===== src/rtl/demux32bit_1x8_reg.sv =====
// Eight-entry 32-bit register array with two byte-enabled write ports.
// Port 0 has priority over port 1 on overlapping bytes; byte conflicts are flagged and counted.
module demux32bit_1x8_reg #(
    parameter logic [31:0] RST_VAL = 32'h0000_0000
) (
    input  logic        CLK,
    input  logic        RST_N,
    input  logic        WR0_EN,
    input  logic [2:0]  WR0_SEL,
    input  logic [3:0]  WR0_BE,
    input  logic [31:0] WR0_DATA,
    input  logic        WR1_EN,
    input  logic [2:0]  WR1_SEL,
    input  logic [3:0]  WR1_BE,
    input  logic [31:0] WR1_DATA,
    output logic [31:0] Q0,
    output logic [31:0] Q1,
    output logic [31:0] Q2,
    output logic [31:0] Q3,
    output logic [31:0] Q4,
    output logic [31:0] Q5,
    output logic [31:0] Q6,
    output logic [31:0] Q7,
    output logic        WR_COLLIDE,
    output logic [7:0]  WR_CNT
);

    logic [31:0] regs_q [8];
    logic [31:0] regs_d [8];
    logic [7:0]  wr0_hit;
    logic [7:0]  wr1_hit;
    logic [3:0]  wr0_be_gated;
    logic [3:0]  wr1_be_gated;
    logic        collide_d;
    logic        collide_q;
    logic [7:0]  cnt_d;
    logic [7:0]  cnt_q;

    // Enables gate everything downstream so unknown SEL/BE/DATA on an idle port stays harmless.
    always_comb begin
        wr0_be_gated = WR0_EN ? WR0_BE : 4'b0000;
        wr1_be_gated = WR1_EN ? WR1_BE : 4'b0000;
        wr0_hit      = 8'h00;
        wr1_hit      = 8'h00;
        for (int k = 0; k < 8; k++) begin
            wr0_hit[k] = WR0_EN && (WR0_SEL == 3'(k));
            wr1_hit[k] = WR1_EN && (WR1_SEL == 3'(k));
        end
    end

    always_comb begin
        for (int k = 0; k < 8; k++) begin
            regs_d[k] = regs_q[k];
            for (int b = 0; b < 4; b++) begin
                if (wr0_hit[k] && wr0_be_gated[b]) begin
                    regs_d[k][8*b +: 8] = WR0_DATA[8*b +: 8];
                end else if (wr1_hit[k] && wr1_be_gated[b]) begin
                    regs_d[k][8*b +: 8] = WR1_DATA[8*b +: 8];
                end
            end
        end
    end

    always_comb begin
        collide_d = WR0_EN && WR1_EN && (WR0_SEL == WR1_SEL)
                    && ((wr0_be_gated & wr1_be_gated) != 4'b0000);
        cnt_d = cnt_q;
        if (collide_d && (cnt_q != 8'hFF)) begin
            cnt_d = cnt_q + 8'd1;
        end
    end

    always_ff @(posedge CLK or negedge RST_N) begin
        if (!RST_N) begin
            for (int k = 0; k < 8; k++) begin
                regs_q[k] <= RST_VAL;
            end
            collide_q <= 1'b0;
            cnt_q     <= 8'h00;
        end else begin
            for (int k = 0; k < 8; k++) begin
                regs_q[k] <= regs_d[k];
            end
            collide_q <= collide_d;
            cnt_q     <= cnt_d;
        end
    end

    always_comb begin
        Q0         = regs_q[0];
        Q1         = regs_q[1];
        Q2         = regs_q[2];
        Q3         = regs_q[3];
        Q4         = regs_q[4];
        Q5         = regs_q[5];
        Q6         = regs_q[6];
        Q7         = regs_q[7];
        WR_COLLIDE = collide_q;
        WR_CNT     = cnt_q;
    end

endmodule


===== config.mk =====
export PLATFORM = sky130hd
export DESIGN_NAME = demux32bit_1x8_reg
export DESIGN_NICKNAME = d
export VERILOG_FILES = /design/src/rtl/demux32bit_1x8_reg.sv
export SDC_FILE = /design/constraint.sdc
export NUM_CORES = 1
export LEC_CHECK = 0
export BUFFER_PORTS_ARGS = -buffer_cell sky130_fd_sc_hd__buf_2
export CORE_MARGIN = 2
export CORE_UTILIZATION = 50
export DETAILED_ROUTE_END_ITERATION = 16
export HOLD_SLACK_MARGIN = 0.03
export PLACE_DENSITY = 0.77
export SLEW_MARGIN = 10
export SYNTH_ARGS = -nofsm -noshare
export SYNTH_HDL_FRONTEND = slang
export SYNTH_SLANG_ARGS = --single-unit

===== constraint.sdc =====
create_clock -name CLK -period 3.4 [get_ports CLK]
set_clock_uncertainty 0.1 [all_clocks]
set_input_delay 0.34 -clock CLK [delete_from_list [all_inputs] [get_ports CLK]]
set_output_delay 0.34 -clock CLK [all_outputs]
set_load 0.03 [all_outputs]

After elaboration in Yosys (flattened, before gate mapping). Index checks and enable logic that the tools add are counted.

$add $sub $neg: 1. Equality and inequality tests: 16. Muxes and demuxes: 66. Bitwise gates (word level): 1. Reductions and logical operators: 119.

Operators with widths (number): 2-to-1 mux 8 bit (64); logical AND 1 bit (84); nonzero test 2 bit (32); == test 3 bit, second input constant (8); == test 3 x 2 -> 1 bit, second input constant (4); adder 8 x 1 -> 8 bit, second input constant (1); 2-to-1 mux 4 bit (2); != test 8 bit, second input constant (1); == test 3 x 1 -> 1 bit, second input constant (2); zero test 3 bit (2); bitwise AND 4 bit (1); nonzero test 4 bit (1); == test 3 bit (1).

Register bits: 265. Input port bits: 82. Output and inout bits: 265. Word-level logic and storage cells: 237.

Longest topological paths before layout. Gate-level depths: netlist (run 1).

Depth in word-level cells: 5. Mapped depth: 7. Gate-level depth less buffers: 6.

Worst setup path after synthesis (run 1). OpenSTA, ideal clock, no wires.

Path type: input-to-reg. Start point: input port WR1_BE[0]. End point: register cnt_q[1] (netlist: WR_CNT[1]). Data arrival time: 1.540 ns. Required time: 3.175 ns. Path slack: 1.635 ns. Stages: 5. Path buffers: 1. Cells stage by stage: buf_2 > a22oi_1 > a211o_1 > nor3_4 > mux2_2.

Cells in the longest elaborated chain, start to end: 5.

Ends and longest elaborated chain: from (decl) (RTL line 14) `input logic [3:0] WR1_BE,`; 2-to-1 mux 4 bit (RTL line 42) `wr1_be_gated = WR1_EN ? WR1_BE : 4'b0000;`; bitwise AND 4 bit (RTL line 66) `&& ((wr0_be_gated & wr1_be_gated) != 4'b0000);`; nonzero test 4 bit (RTL line 66); logical AND 1 bit (RTL line 66); logical AND 1 bit (RTL line 68) `if (collide_d && (cnt_q != 8'hFF)) begin`; to (signal assigned) (RTL line 85) `cnt_q <= cnt_d;`; to (decl) (RTL line 37) `logic [7:0] cnt_q;`.

No other way between the ends. A chain may end at the register's enable or synchronous reset.

Worst setup path after layout (run 1).
Start point: input port WR0_SEL[2]. End point: register regs_q (netlist bit Q0[31]).

Cells in the longest elaborated chain, start to end: 4. Elaborated cells between the ends (all ways): 5. Classes of those cells: mux (1); reduce/logical (4).

Ends and longest elaborated chain: from (decl) (RTL line 9) `input logic [2:0] WR0_SEL,`; zero test 3 bit * (RTL line 46) `wr0_hit[k] = WR0_EN && (WR0_SEL == 3'(k));`; logical AND 1 bit * (RTL line 46); logical AND 1 bit * (RTL line 55) `if (wr0_hit[k] && wr0_be_gated[b]) begin`; 2-to-1 mux 8 bit / nonzero test 2 bit (equally long branches); to (signal, indexed assignment) (RTL line 82) `regs_q[k] <= regs_d[k];`; to (decl) (RTL line 28) `logic [31:0] regs_q [8];`.

Mark *: on every way between the ends. The rest lies on a longest branch, timed or not.

==> key figures, run 1 <==
Clock network
  • CTS H-tree depth: 1
  • Worst-skew pair later-pin latency: 0.54 ns
  • Worst-path clk slew: 0.06 ns
  • CTS root buf: clkbuf_16
  • Clock Sink Count: 265
  • CTS tree: yes
  • Num CTS Buffers: 29
  • Longest Clk Path Bufs: 3

Layout
  • Filler cell count: 2,133
  • Area Growth Syn to Fin: 21.3%
  • Share of post-route cells with drive strength above 1: 25.6%
  • Layout Nets: 1,636
  • Most frequent cells in the layout: 345 x buf_2, 294 x nand2_1, 265 x dfrtp_1, 256 x mux2i_1, 213 x o21ai_0
  • Most common cell after layout, fill and taps aside: buf_2

Synthesis
  • Asr flop ratio synth: 100%
  • Number of synthesized flops with an enable pin: 0
  • Sequential area share after synthesis: 52.0%
  • Synthesized flop and latch total: 265
  • Count of different cell masters after synthesis: 24
  • Top cell type's share of synthesized area: 52.0%
  • Yosys warnings: 0
  • Top cells by area, synth: dfrtp_1 52%, mux2i_1 20%, nand2_1 8.7%, o21ai_0 8.4%, clkbuf_1 2.1%
  • Net Count, Synth: 1,368
  • Mapped Area: 12,700 µm²
  • Prevailing post-synth register cell: dfrtp_1
  • Post-Syn Instances: 1,285
  • Post-Syn Area per Cell: 9.92 µm²
  • Synth area leader: dfrtp_1

Outcome
  • Status: finished clean

Floorplan
  • Die width: 164 µm
  • Area of the die: 26,800 µm²
  • Die Y: 164 µm
  • Core box area: 25,100 µm²
  • Starting density of the core: 50.8%
  • Count of standard-cell rows: 58
  • I/O pins: 347

Detailed routing
  • Initial drt markers: 846
  • Antenna viol nets, final: 0
  • DR WL/cell: 21.0 µm
  • Vias: 10.7k
  • Via density: 5.59
  • Drt total wl: 40,100 µm
  • Drt pass-1 iters: 5
  • DRC: 0

STA
  • Worst-margin pin slew: 1.07 ns
  • Worst setup margin: 1.42 ns
  • Slew Limit Fails: 0
  • Tcrit/Tclk final: 58.2%
  • Hold WS: 0.0442 ns
  • RSZ-0062 raised after global routing: false
  • Worst slew margin: 27.9%
  • Fmax: 0.505 GHz
  • Endpoints failing hold: 0
  • Final worst path period need: 1.98 ns
  • Setup TNS Final: 0 ns
  • Final setup vio count: 0

Global routing
  • GRT Overall Usage: 29.4%
  • Pin count of the biggest net entering global routing: 84
  • Grt total ovfl: 0
  • Wire length of the first global-routing pass: 60,500 µm
  • Antenna violations before repair: 6
  • Number of global-route vias before repair: 10.3k

Worst hold path
  • Hold Crit Class: input port to flip-flop

Setup path
  • Delay of the slowest cell on the worst path: 0.83 ns
  • Worst Path Arrival: 2.27 ns
  • CP cell instances: buf_2 -> nand2b_1 -> nor3_1 -> and2_1 -> o21ai_0
  • CP Max Fanout: 16
  • Worst endpoint required time: 3.69 ns
  • Crit path kind: input port to flip-flop
  • Crit-path slowest cell: nor3_1
  • Worst setup EP type: flip-flop
  • Startpoint types: input port

Placed design
  • I/O Buffers: 346
  • Worst slack, placed: 0.840 ns
  • Hpwl dp: 27,700 µm
  • Gpl congestion: 0.849

Flow run
  • MaxCap Viol Count: 0

Power
  • PwrDens: 725 nW/µm²
  • Peak supply drop: 0.473 mV
  • Leakage power total: 8.59 nW
==> routing by layer <==
layer  track usage [%]  share of wire (%)  vias up
met5                 0              0.027        -
met1              39.4                 41     5193
met3              6.75                9.0       83
met4              9.29                2.9        2
met2              47.7                 47      504
li1                  -                  -     4885
==> worst max-delay path: cells and delay by family <==
kind	cells	cell delay [ns]
AO/OA/AOI/OAI	1	0.20
buffers and inverters	1	0.12
AND/OR/NAND/NOR	3	1.59
==> Yosys cell counts, types with 2 or more instances <==
master,n
clkbuf_1,72
xor2_1,3
mux2i_1,256
a22oi_1,2
nand2b_1,7
dfrtp_1,265
xnor2_1,6
and2_1,32
nor3_1,3
buf_2,19
nand4_1,5
mux2_2,2
o21ai_0,213
o21ai_1,43
nor2_1,14
buf_1,9
buf_4,32
nand2_1,294
nand3_1,2
and3_1,2
==> path summary, 6_finish.rpt <==
| kind | startpoint | to | slack [ns] | cells past startpoint |
|---|---|---|---|---|
| min reg2reg | WR_CNT[0] | WR_CNT[0] | 0.42 | 1 |
| min in group asynchronous | RST_N | Q3[24] | 0.28 | 2 |
| max | WR0_SEL[2] | Q0[31] | 1.42 | 5 |
| max in group asynchronous | RST_N | Q7[11] | 2.07 | 3 |
| min | WR0_DATA[27] | Q4[27] | 0.04 | 3 |
| max reg2reg | WR_CNT[0] | WR_CNT[1] | 1.71 | 5 |
==> cell families (layout without fill, tap and decap cells) <==
logic type / Yosys count / in the layout / share of synthesized area (%)
AO/OA/AOI/OAI: 259 / 259 / 10.2
XOR/XNOR: 9 / 9 / 0.618
adder cells (fa/ha/maj): 1 / 1 / 0.0981
buffers and inverters: 132 / 420 / 5.02
flip-flops: 265 / 265 / 52.0
multiplexers: 258 / 258 / 20.3
other: 0 / 5 / 0
AND/OR/NAND/NOR: 361 / 361 / 11.7
==> power breakdown <==
part           switching, W  internal (W)
clock               0.00127       0.00190
combinational       0.00261       0.00103
sequential         0.000475       0.00392
==> what timing repair did <==
| action | CTS | global route |
|---|---|---|
| hold buffers | 15 | 0 |
| buffers inserted | 0 | 0 |
| endpoints found under the hold margin | 100 | 0 |
| resized for setup | 0 | 0 |
==> area by class of cell <==
type | instances | area, µm² | area share [%]
well taps | 330 | 413 | 2.67
multi-input cells | 888 | 5480 | 35.4
flip-flops and latches | 265 | 6630 | 42.9
diodes | 5 | 12.5 | 0.0809
repair buffers | 369 | 1980 | 12.8
clock buffers | 45 | 876 | 5.66
clock inverters | 6 | 82.6 | 0.534
==> flip-flops by register name, indices dropped and copies added, names as in the netlist <==
register    cells
Q1             32
Q2             32
Q6             32
WR_CNT          8
WR_COLLIDE      1
Q0             32
Q4             32
Q3             32
Q5             32
Q7             32
==> metrics by stage <==
stage | util, % | power, W | instances | cell area [µm²]
2_1_floorplan | - | 0.00675 | 1285 | 12700
3_3_place_gp | 57.1 | 0.00797 | 1837 | 14300
3_5_place_dp | 57.1 | 0.00806 | 1837 | 14300
4_1_cts | 61.6 | 0.0113 | 1903 | 15500
5_1_grt | 61.6 | 0.0117 | 1906 | 15500
6_report | 61.6 | 0.0112 | 1908 | 15500
Power figures use the tool's default switching activity.
==> inputs of run 2 (changes only) <==
--- a/config.mk
+++ b/config.mk
@@ -7,7 +7,7 @@
 export LEC_CHECK = 0
 export BUFFER_PORTS_ARGS = -buffer_cell sky130_fd_sc_hd__buf_2
 export CORE_MARGIN = 2
-export CORE_UTILIZATION = 50
+export CORE_UTILIZATION = 48
 export DETAILED_ROUTE_END_ITERATION = 16
 export HOLD_SLACK_MARGIN = 0.03
 export PLACE_DENSITY = 0.77
==> constraint.sdc (replaced) <==
create_clock -name CLK -period 1.7 [get_ports CLK]
set_clock_uncertainty 0.1 [all_clocks]
set_input_delay 0.17 -clock CLK [delete_from_list [all_inputs] [get_ports CLK]]
set_output_delay 0.17 -clock CLK [all_outputs]
set_load 0.03 [all_outputs]
==> run 2 against run 1 <==
  * Power up 110%
  * Hold slack better by 0.013 ns
  * Die area up 4.1%
  * First-iteration DRC count up 21%
  * Critical path depth up 2
  * Non-clock buffer count up 173
  * Global-route usage up 0.64 points
  * Sequential share of layout area down 4.9 points
==> key figures, run 2 (synthesis results as in run 1) <==
Placed design
  • Hpwl dp: 29,300 µm
  • Gpl congestion: 0.840
  • I/O Buffers: 346
  • Post-DP Area: 15,500 µm²

Power
  • Leakage power total: 9.57 nW
  • Total Power: 0.0230 W
  • Peak supply drop: 1.16 mV
  • PwrDens: 1320 nW/µm²

Global routing
  • Wire length of the first global-routing pass: 66,300 µm
  • Number of global-route vias before repair: 11.6k
  • Pin count of the biggest net entering global routing: 68
  • Grt total ovfl: 0
  • GRT Overall Usage: 30.1%
  • Antenna violations before repair: 6

Layout
  • Area Growth Syn to Fin: 37.2%
  • Most frequent cells in the layout: 345 x buf_2, 293 x nand2_1, 263 x dfrtp_1, 256 x mux2i_1, 213 x o21ai_0
  • Most common cell after layout, fill and taps aside: buf_2
  • Share of post-route cells with drive strength above 1: 28.9%
  • Fin area: 17,500 µm²
  • Layout Nets: 1,809

STA
  • Worst-margin pin slew: 0.528 ns
  • Slew Limit Fails: 0
  • Worst slew margin: 64.7%
  • Endpoints failing hold: 0
  • Tcrit/Tclk final: 96.3%
  • Final setup vio count: 0
  • Final worst path period need: 1.64 ns
  • Fmax: 0.611 GHz
  • RSZ-0062 raised after global routing: true

Flow run
  • MaxCap Viol Count: 0

Detailed routing
  • Vias: 11.5k
  • Via density: 5.49
  • DR WL/cell: 20.4 µm
  • DRC: 0
  • Antenna viol nets, final: 0
  • Drt total wl: 42,700 µm
  • Drt pass-1 iters: 7
  • Initial drt markers: 1,027

Setup path
  • Worst setup EP type: flip-flop
  • CP cell instances: ha_4 -> nand4_1 -> nor2_2 -> nor3_4 -> buf_6 -> nand2_1 -> xnor2_1
  • Delay of the slowest cell on the worst path: 0.44 ns
  • Worst endpoint required time: 2.03 ns
  • Startpoint types: flip-flop
  • Crit path kind: flip-flop to flip-flop
  • Worst Path Arrival: 1.97 ns
  • CP Max Fanout: 6
  • Crit-path slowest cell: dfrtp_2

Floorplan
  • Die Y: 167 µm
  • Starting density of the core: 48.9%
  • Area of the die: 27,900 µm²
  • I/O pins: 347
  • Die width: 167 µm
  • Count of standard-cell rows: 59
  • Core box area: 26,100 µm²

Clock network
  • Longest Clk Path Bufs: 3
  • Worst-skew pair later-pin latency: 0.55 ns
  • CTS H-tree depth: 1
  • Worst-path clk slew: 0.06 ns
  • Num CTS Buffers: 29
  • CTS tree: yes
  • Clock Sink Count: 265
  • CTS root buf: clkbuf_16

Worst hold path
  • Hold Crit Class: input port to flip-flop

Outcome
  • Status: finished clean
## run 2: cell count changes in the layout (fill, tap and decap cells not counted), sizes merged
cell         delta
buf            +89
clkbuf          -5
diode           +1
dlygate4sd3    +84
clkinv          +6
inv             +1
## run 2: repair_timing
action                                 in CTS  in global routing
endpoints found under the hold margin     523                  0
hold buffers                               99                  0
setup endpoints to repair                   0                 25
setup buffers                               0                  1
resized for setup                           0                 10
## run 2: stage by stage
stage,std cells,hold slack [ns],TNS (ns),util [%],worst slack (ns)
finish,2089,0.0571,0,67.1,0.0625
global route,2087,0.0738,-0.00251,67.1,-0.00251
CTS,2082,0.0439,0,66.9,0.0356
detailed placement,1930,-0.0212,-1.14,59.4,-0.0794
global placement,1930,-0.0219,-0.486,59.4,-0.0360
floorplan,1285,-0.226,0,-,0.0205
## run 2: final cells by class
type | count | area (µm²)
diodes | 6 | 15.0
clock buffers | 40 | 847
clock inverters | 13 | 121
fillers | 1995 | 8570
multi-input cells | 888 | 5520
flip-flops and latches | 265 | 6630
well taps | 335 | 419
repair buffers | 542 | 3940
## run 2: path summary, 6_finish.rpt
path / startpoint / to / slack (ns) / cells after the start
max reg2reg: WR_CNT[1] / WR_CNT[2] / 0.06 / 7
min reg2reg: WR_CNT[5] / WR_CNT[5] / 0.42 / 1
min in group asynchronous: RST_N / Q5[17] / 0.52 / 3
min: WR1_EN / WR_CNT[3] / 0.06 / 5
max: WR_CNT[1] / WR_CNT[2] / 0.06 / 7
max in group asynchronous: RST_N / Q3[29] / 0.27 / 4
## run 2: layer usage
layer	track usage, %	part of all wire, %	vias to the layer above
li1	-	-	5229
met1	39.3	41	5574
met2	50.4	49	555
met3	5.39	7.6	110
met4	10.6	3.2	0
met5	0	0	-
## run 2: power by group
| part | total (W) | internal (W) | switching [W] |
|---|---|---|---|
| clock network | 0.00639 | 0.00377 | 0.00262 |
| logic | 0.00781 | 0.00249 | 0.00532 |
| registers | 0.00884 | 0.00785 | 0.000990 |
| total | 0.0230 | 0.0141 | 0.00893 |
## run 2: critical path: cells and delay by family (launching register included)
family / cells / cell delay [ns]
flip-flops: 1 / 0.44
buffers and inverters: 1 / 0.15
AND/OR/NAND/NOR: 4 / 0.52
XOR/XNOR: 1 / 0.13
adder cells (fa/ha/maj): 1 / 0.17
